`src/rtl/math_game_pkg.sv`:
```
// Shared types and constants for the math game: FSM states, round verdicts and BCD helpers.
package math_game_pkg;

    localparam int unsigned BCD_W = 4;
    localparam logic [BCD_W-1:0] BCD_MAX_DIGIT = 4'd9;

    typedef logic [BCD_W-1:0] bcd_digit_t;

    typedef enum logic [2:0] {
        StIdle     = 3'd0,
        StLoad     = 3'd1,
        StSettle   = 3'd2,
        StRun      = 3'd3,
        StFeedback = 3'd4,
        StOver     = 3'd5
    } state_e;

    typedef enum logic [1:0] {
        JudgeNone    = 2'd0,
        JudgeCorrect = 2'd1,
        JudgeWrong   = 2'd2
    } judge_e;

    function automatic logic [3:0] sat_inc4(input logic [3:0] val, input logic [3:0] max_val);
        return (val >= max_val) ? val : val + 4'd1;
    endfunction

    function automatic bcd_digit_t bcd_digit_inc(input bcd_digit_t val);
        return (val >= BCD_MAX_DIGIT) ? '0 : val + bcd_digit_t'(1);
    endfunction

endpackage

```
`src/rtl/bcd2_sat_counter.sv`:
```
// Two-digit BCD counter with synchronous clear and increment that saturates at 99.
module bcd2_sat_counter
    import math_game_pkg::*;
(
    input  logic       clk,
    input  logic       reset,
    input  logic       clr_i,
    input  logic       inc_i,
    output bcd_digit_t tens_o,
    output bcd_digit_t ones_o
);

    bcd_digit_t tens_q, tens_d;
    bcd_digit_t ones_q, ones_d;
    logic       at_max;

    assign at_max = (tens_q == BCD_MAX_DIGIT) && (ones_q == BCD_MAX_DIGIT);

    always_comb begin
        tens_d = tens_q;
        ones_d = ones_q;
        if (clr_i) begin
            tens_d = '0;
            ones_d = '0;
        end else if (inc_i && !at_max) begin
            ones_d = bcd_digit_inc(ones_q);
            if (ones_q == BCD_MAX_DIGIT) begin
                tens_d = bcd_digit_inc(tens_q);
            end
        end
    end

    always_ff @(posedge clk or posedge reset) begin
        if (reset) begin
            tens_q <= '0;
            ones_q <= '0;
        end else begin
            tens_q <= tens_d;
            ones_q <= ones_d;
        end
    end

    assign tens_o = tens_q;
    assign ones_o = ones_q;

endmodule

```
`src/rtl/math_round_ctrl.sv`:
```
// Game-round controller: sequences problem/timer per round, judges answers,
// and keeps score, lives and difficulty for the countdown timer.
module math_round_ctrl
    import math_game_pkg::*;
#(
    parameter int unsigned  LIVES      = 3,
    parameter int unsigned  STREAK_LEN = 3,
    parameter logic [3:0]   DIFF_INIT  = 4'd1,
    parameter logic [3:0]   DIFF_MAX   = 4'd9,
    parameter logic [25:0]  FB_CYCLES  = 26'd50_000_000
) (
    input  logic       clk,
    input  logic       reset,
    input  logic       start,
    input  logic       answer_valid,
    input  logic [7:0] answer_bcd,
    input  logic [7:0] expected_bcd,
    input  logic       time_out,
    output logic       timer_en,
    output logic       timer_reconfig,
    output logic [3:0] difficulty,
    output logic       new_problem,
    output logic [3:0] score_tens,
    output logic [3:0] score_ones,
    output logic [2:0] lives,
    output logic       fb_correct,
    output logic       fb_wrong,
    output logic       game_over
);

    localparam logic [2:0]  LivesInit = 3'(LIVES);
    localparam logic [3:0]  StreakTop = 4'(STREAK_LEN);
    localparam logic [25:0] FbLast    = FB_CYCLES - 26'd1;

    state_e      state_q, state_d;
    judge_e      judge;
    logic        fb_last;
    logic        game_init;

    logic [2:0]  lives_q, lives_d;
    logic [3:0]  diff_q, diff_d;
    logic [3:0]  streak_q, streak_d;
    logic [25:0] fb_cnt_q, fb_cnt_d;

    logic        timer_en_q, timer_en_d;
    logic        timer_reconfig_q, timer_reconfig_d;
    logic        new_problem_q, new_problem_d;
    logic        fb_correct_q, fb_correct_d;
    logic        fb_wrong_q, fb_wrong_d;
    logic        game_over_q, game_over_d;

    assign fb_last   = (fb_cnt_q == FbLast);
    assign game_init = ((state_q == StIdle) || (state_q == StOver)) && start;

    // State register
    always_ff @(posedge clk or posedge reset) begin
        if (reset) begin
            state_q <= StIdle;
        end else begin
            state_q <= state_d;
        end
    end

    // Next state and round verdict; time_out outranks a same-cycle answer.
    always_comb begin
        state_d = state_q;
        judge   = JudgeNone;
        unique case (state_q)
            StIdle, StOver: begin
                if (start) begin
                    state_d = StLoad;
                end
            end
            StLoad:   state_d = StSettle;
            StSettle: state_d = StRun;
            StRun: begin
                if (time_out) begin
                    judge   = JudgeWrong;
                    state_d = StFeedback;
                end else if (answer_valid) begin
                    judge   = (answer_bcd == expected_bcd) ? JudgeCorrect : JudgeWrong;
                    state_d = StFeedback;
                end
            end
            StFeedback: begin
                if (fb_last) begin
                    state_d = (lives_q == 3'd0) ? StOver : StLoad;
                end
            end
            default: state_d = StIdle;
        endcase
    end

    // Game bookkeeping: lives, streak, difficulty and the feedback hold counter
    always_comb begin
        lives_d  = lives_q;
        diff_d   = diff_q;
        streak_d = streak_q;
        fb_cnt_d = '0;

        if (game_init) begin
            lives_d  = LivesInit;
            diff_d   = DIFF_INIT;
            streak_d = '0;
        end else if (judge == JudgeCorrect) begin
            if (streak_q + 4'd1 >= StreakTop) begin
                streak_d = '0;
                diff_d   = sat_inc4(diff_q, DIFF_MAX);
            end else begin
                streak_d = streak_q + 4'd1;
            end
        end else if (judge == JudgeWrong) begin
            lives_d  = (lives_q == 3'd0) ? 3'd0 : lives_q - 3'd1;
            streak_d = '0;
        end

        if ((state_q == StFeedback) && !fb_last) begin
            fb_cnt_d = fb_cnt_q + 26'd1;
        end
    end

    always_ff @(posedge clk or posedge reset) begin
        if (reset) begin
            lives_q  <= LivesInit;
            diff_q   <= DIFF_INIT;
            streak_q <= '0;
            fb_cnt_q <= '0;
        end else begin
            lives_q  <= lives_d;
            diff_q   <= diff_d;
            streak_q <= streak_d;
            fb_cnt_q <= fb_cnt_d;
        end
    end

    // Outputs are decoded from the next state so they flip on the same edge as the FSM.
    always_comb begin
        timer_en_d       = (state_d == StRun);
        timer_reconfig_d = (state_d == StLoad);
        new_problem_d    = (state_d == StLoad);
        game_over_d      = (state_d == StOver);
        fb_correct_d     = (state_d == StFeedback) &&
                           ((judge == JudgeCorrect) || ((state_q == StFeedback) && fb_correct_q));
        fb_wrong_d       = (state_d == StFeedback) &&
                           ((judge == JudgeWrong) || ((state_q == StFeedback) && fb_wrong_q));
    end

    always_ff @(posedge clk or posedge reset) begin
        if (reset) begin
            timer_en_q       <= 1'b0;
            timer_reconfig_q <= 1'b0;
            new_problem_q    <= 1'b0;
            fb_correct_q     <= 1'b0;
            fb_wrong_q       <= 1'b0;
            game_over_q      <= 1'b0;
        end else begin
            timer_en_q       <= timer_en_d;
            timer_reconfig_q <= timer_reconfig_d;
            new_problem_q    <= new_problem_d;
            fb_correct_q     <= fb_correct_d;
            fb_wrong_q       <= fb_wrong_d;
            game_over_q      <= game_over_d;
        end
    end

    bcd2_sat_counter u_score (
        .clk    (clk),
        .reset  (reset),
        .clr_i  (game_init),
        .inc_i  (judge == JudgeCorrect),
        .tens_o (score_tens),
        .ones_o (score_ones)
    );

    assign timer_en       = timer_en_q;
    assign timer_reconfig = timer_reconfig_q;
    assign new_problem    = new_problem_q;
    assign fb_correct     = fb_correct_q;
    assign fb_wrong       = fb_wrong_q;
    assign game_over      = game_over_q;
    assign lives          = lives_q;
    assign difficulty     = diff_q;

endmodule

```
`config.mk`:
```
export PLATFORM = sky130hd
export DESIGN_NAME = math_round_ctrl
export DESIGN_NICKNAME = d
export VERILOG_FILES = /design/src/rtl/math_game_pkg.sv /design/src/rtl/bcd2_sat_counter.sv /design/src/rtl/math_round_ctrl.sv
export SDC_FILE = /design/constraint.sdc
export NUM_CORES = 1
export LEC_CHECK = 0
export BUFFER_PORTS_ARGS = -buffer_cell sky130_fd_sc_hd__buf_2
export CAP_MARGIN = 20
export CORE_ASPECT_RATIO = 1.25
export CORE_MARGIN = 4
export CORE_UTILIZATION = 50
export CTS_CLUSTER_SIZE = 28
export DETAILED_ROUTE_END_ITERATION = 6
export PLACE_DENSITY = 0.79
export SLEW_MARGIN = 20
export SYNTH_ARGS = -nofsm -noshare
export SYNTH_HDL_FRONTEND = slang
export SYNTH_SLANG_ARGS = --single-unit
```
`constraint.sdc`:
```
create_clock -name clk -period 1.65 [get_ports clk]
set_clock_uncertainty 0.1 [all_clocks]
set_input_delay 0.0825 -clock clk [delete_from_list [all_inputs] [get_ports clk]]
set_output_delay 0.0825 -clock clk [all_outputs]
set_load 0.02 [all_outputs]
```
==> flow_summary.ini <==
[place]
dp_cells = 446
placed_area_sq_um = 3590
pre_cts_slack_ps = -151
gp_congestion = 0.811
post-dp-hpwl_mm = 5.02
io_buffer_count = 41

[clock_network]
clk_root_buffer_cell = clkbuf_8
cts_made_buffers = 5
clkLatencyLatePin_ps = 310
cts_tree = done
clk_pin_slew_ps = 100
clock_path_buffers = 2
cts.sinks = 53
cts-htree-levels = 2

[synthesis]
synth_top_flop_cell = dfrtp_1
synth_top_cell_area_share_pct = 41.9
syn_nets = 337
yosys.area.top_type = dfrtp_1
syn_area_per_cell_sq_um = 9.81
ys_seq_area_share_pct = 44.6
ys_top_cells_by_area = dfrtp_1 42%, xor2_1 7.6%, nor2_1 5.5%, ha_1 5.0%, nand2_1 2.9%
synthArstFlopShare_pct = 100
synth_edf_count = 0
yosysWarnings = 0
synth_seq_cells = 53
synth_area_sq_um = 2980
synth.distinct_cells = 52
netlist_instances = 304

[critical_path]
reg2reg_from = fb_cnt_q[9]
r2r-end = game_over
max_stage_delay_ps = 390
ff2ff_setup_slack_ps = -70
critPathKind = reg2reg
reg2reg_depth = 7
critPathLaunchType = flip-flop
cp_max_fo = 3
crit_buf_inv = 2
crit_path_frequent_cell = buf_4
crit_family = simple AND/OR/NAND/NOR gates
cp_cell_sequence = nor4bb_1 -> and4_1 -> and3_4 -> buf_4 -> buf_4 -> nand2_2 -> a21oi_2
slowest_stage = dfrtp_1
cp_data_arrival_time_ps = 1860
cp.required_ps = 1790
cp-end-kind = flip-flop

[global_routing]
grt_pass1_wl_mm = 11.8
grt.total_usage_pct = 19.9
grt_pass1_vias = 2691
grt_max_degree = 54
overflow = 0
antenna_found_initial = 0

[sta]
period_share_pct = 104
hold_viol_final = 0
fin_hold_ws_ps = 98.2
period_needed_ps = 1720
drv_slew = 0
setup_violations = 34
worst_slack_ps = -68.7
slew_headroom_pct = 67.1
rsz0062_at_grt = yes
fmax_mhz = 582
tightest_slew_ps = 488

[final_layout]
final_core_util_pct = 70.9
n_fill_cell = 403
layout_commonest_cell = buf_4
stdcell_count = 467
diodes = 0
drive_gt1_share_pct = 42.1
layout_common_cells = 50 x buf_4, 48 x dfrtp_1, 41 x buf_2
fin_nets = 433
syn_to_final_growth_pct = 37.4
design_area_sq_um = 4100

[die]
io_pins = 42
die_w_um = 77.1
start_util_pct = 51.6
row_count = 31
fp.coreArea_sq_um = 5780
die-area_sq_um = 7270
fp.dieH_um = 94.4

[routing]
drt_pass1_iterations = 4
route.detailed.wl_per_inst_um = 15.7
viasPerCell = 5.67
routed_wl_mm = 7.34
initialDrtViolationCount = 139
ant_nets = 0
drc = 0
dr_total_vias = 2649

[flow_run]
max_cap_viol_count = 0

[power]
power.share.switching_pct = 35.6
peakVddDrop_v = 0.000526
p_sw_w = 0.00123
leakage_nw = 1.82
seq_power_share_pct = 44.1
p_comb_share_pct = 34.7
powerDensity_nw_per_um2 = 845
pwr-share-clk_pct = 21.3
power.internal_w = 0.00223

[run_status]
status = finished, violations left
violations = setup timing

[worst_hold_path]
hold_path.startpoint = answer_valid
hold_end = timer_en
holdPathStages = 3
hold_path.class = in2reg
-- power by group through the flow --
| stage | Sequential, W | Combinational [W] | Clock, W |
|---|---|---|---|
| after global placement | 0.00154 | 0.000879 | 0 |
| after detailed placement | 0.00154 | 0.000911 | 0 |
| after floorplan | 0.00158 | 0.000619 | 0 |
| after global routing | 0.00154 | 0.00130 | 0.000807 |
| final | 0.00153 | 0.00120 | 0.000738 |
| after CTS | 0.00152 | 0.00100 | 0.000755 |
-- cell usage after synthesis, drive strengths merged, types with 3 or more instances --
cell type and n:
a211oi 3, a21oi 5, a31o 5, and2 3, and3 6, buf 9
dfrtp 50, dfstp 3, ha 12, inv 18, mux2i 3, nand2 23
nand2b 6, nand3 19, nand4 12, nor2 44, nor2b 3, nor3 6
nor4 7, o21ai 3, o31ai 4, xnor2 7, xor2 26
-- per-layer routing --
metal / vias up / part of all wire, % / GRT usage (%)
met2: 67 / 54 / 36.8
li1: 1253 / - / -
met1: 1293 / 38 / 22.3
met3: 36 / 3.2 / 3.34
met5: - / 0 / 0
met4: 0 / 5.2 / 9.79
-- worst register-to-register path, stage by stage, from the launching register on --
cell      delay, ps
dfrtp_1         390
nor4bb_1        290
and4_1          260
and3_4          200
buf_4           120
buf_4           110
nand2_2          40
a21oi_2         150
-- sequential cells by signal, indices dropped and copies added (netlist names) --
signal / cells
difficulty: 4
fb_cnt_q: 26
game_over: 1
timer_en: 1
fb_wrong: 1
new_problem: 1
u_score.tens_o: 4
u_score.ones_o: 4
streak_q: 4
state_q: 3
lives: 3
fb_correct: 1
-- how the worst max path moves through the flow --
stage	cells past startpoint	start	to	slack [ps]
after floorplan	8	fb_cnt_q[0]	fb_cnt_q[23]	-70
after detailed placement	6	streak_q[0]	streak_q[1]	-150
after global routing	6	fb_cnt_q[9]	fb_cnt_q[12]	-160
after global placement	6	streak_q[0]	difficulty[2]	-60
after CTS	6	fb_cnt_q[24]	fb_cnt_q[3]	-60
final	7	fb_cnt_q[9]	game_over	-70
-- through the flow --
| step | setup TNS [ps] | total power, W |
|---|---|---|
| 2_1_floorplan | -1300 | 0.00220 |
| 3_3_place_gp | -285 | 0.00242 |
| 3_5_place_dp | -1950 | 0.00245 |
| 4_1_cts | -1310 | 0.00328 |
| 5_1_grt | -5000 | 0.00365 |
| 6_report | -1570 | 0.00346 |
-- timing repair --
item	CTS	global route
gates cloned	0	2
hold buffers	1	0
gates resized for setup	20	47
endpoints found under the hold margin	53	0
setup endpoints to repair	40	46
pin swaps	4	21
setup buffers	3	9
-- cell type report --
class	count	area [sq um]	share of cell area (%)
multi-input combinational	225	1850	45.2
sequential	53	1330	32.5
timing repair buffer	97	677	16.5
tap	66	82.6	2.01
clock buffer	6	72.6	1.77
inverter	18	67.6	1.65
clock inverter	2	15.0	0.366
-- cells by family after synthesis --
family	synth area share (%)
AND/OR/NAND/NOR	25.3
flip-flops	44.6
AO/OA/AOI/OAI	9.69
XOR/XNOR	9.69
buffers and inverters	4.74
adder cells (fa/ha/maj)	5.03
multiplexers	1.01
Note: power is estimated with default switching activity, not from simulation.
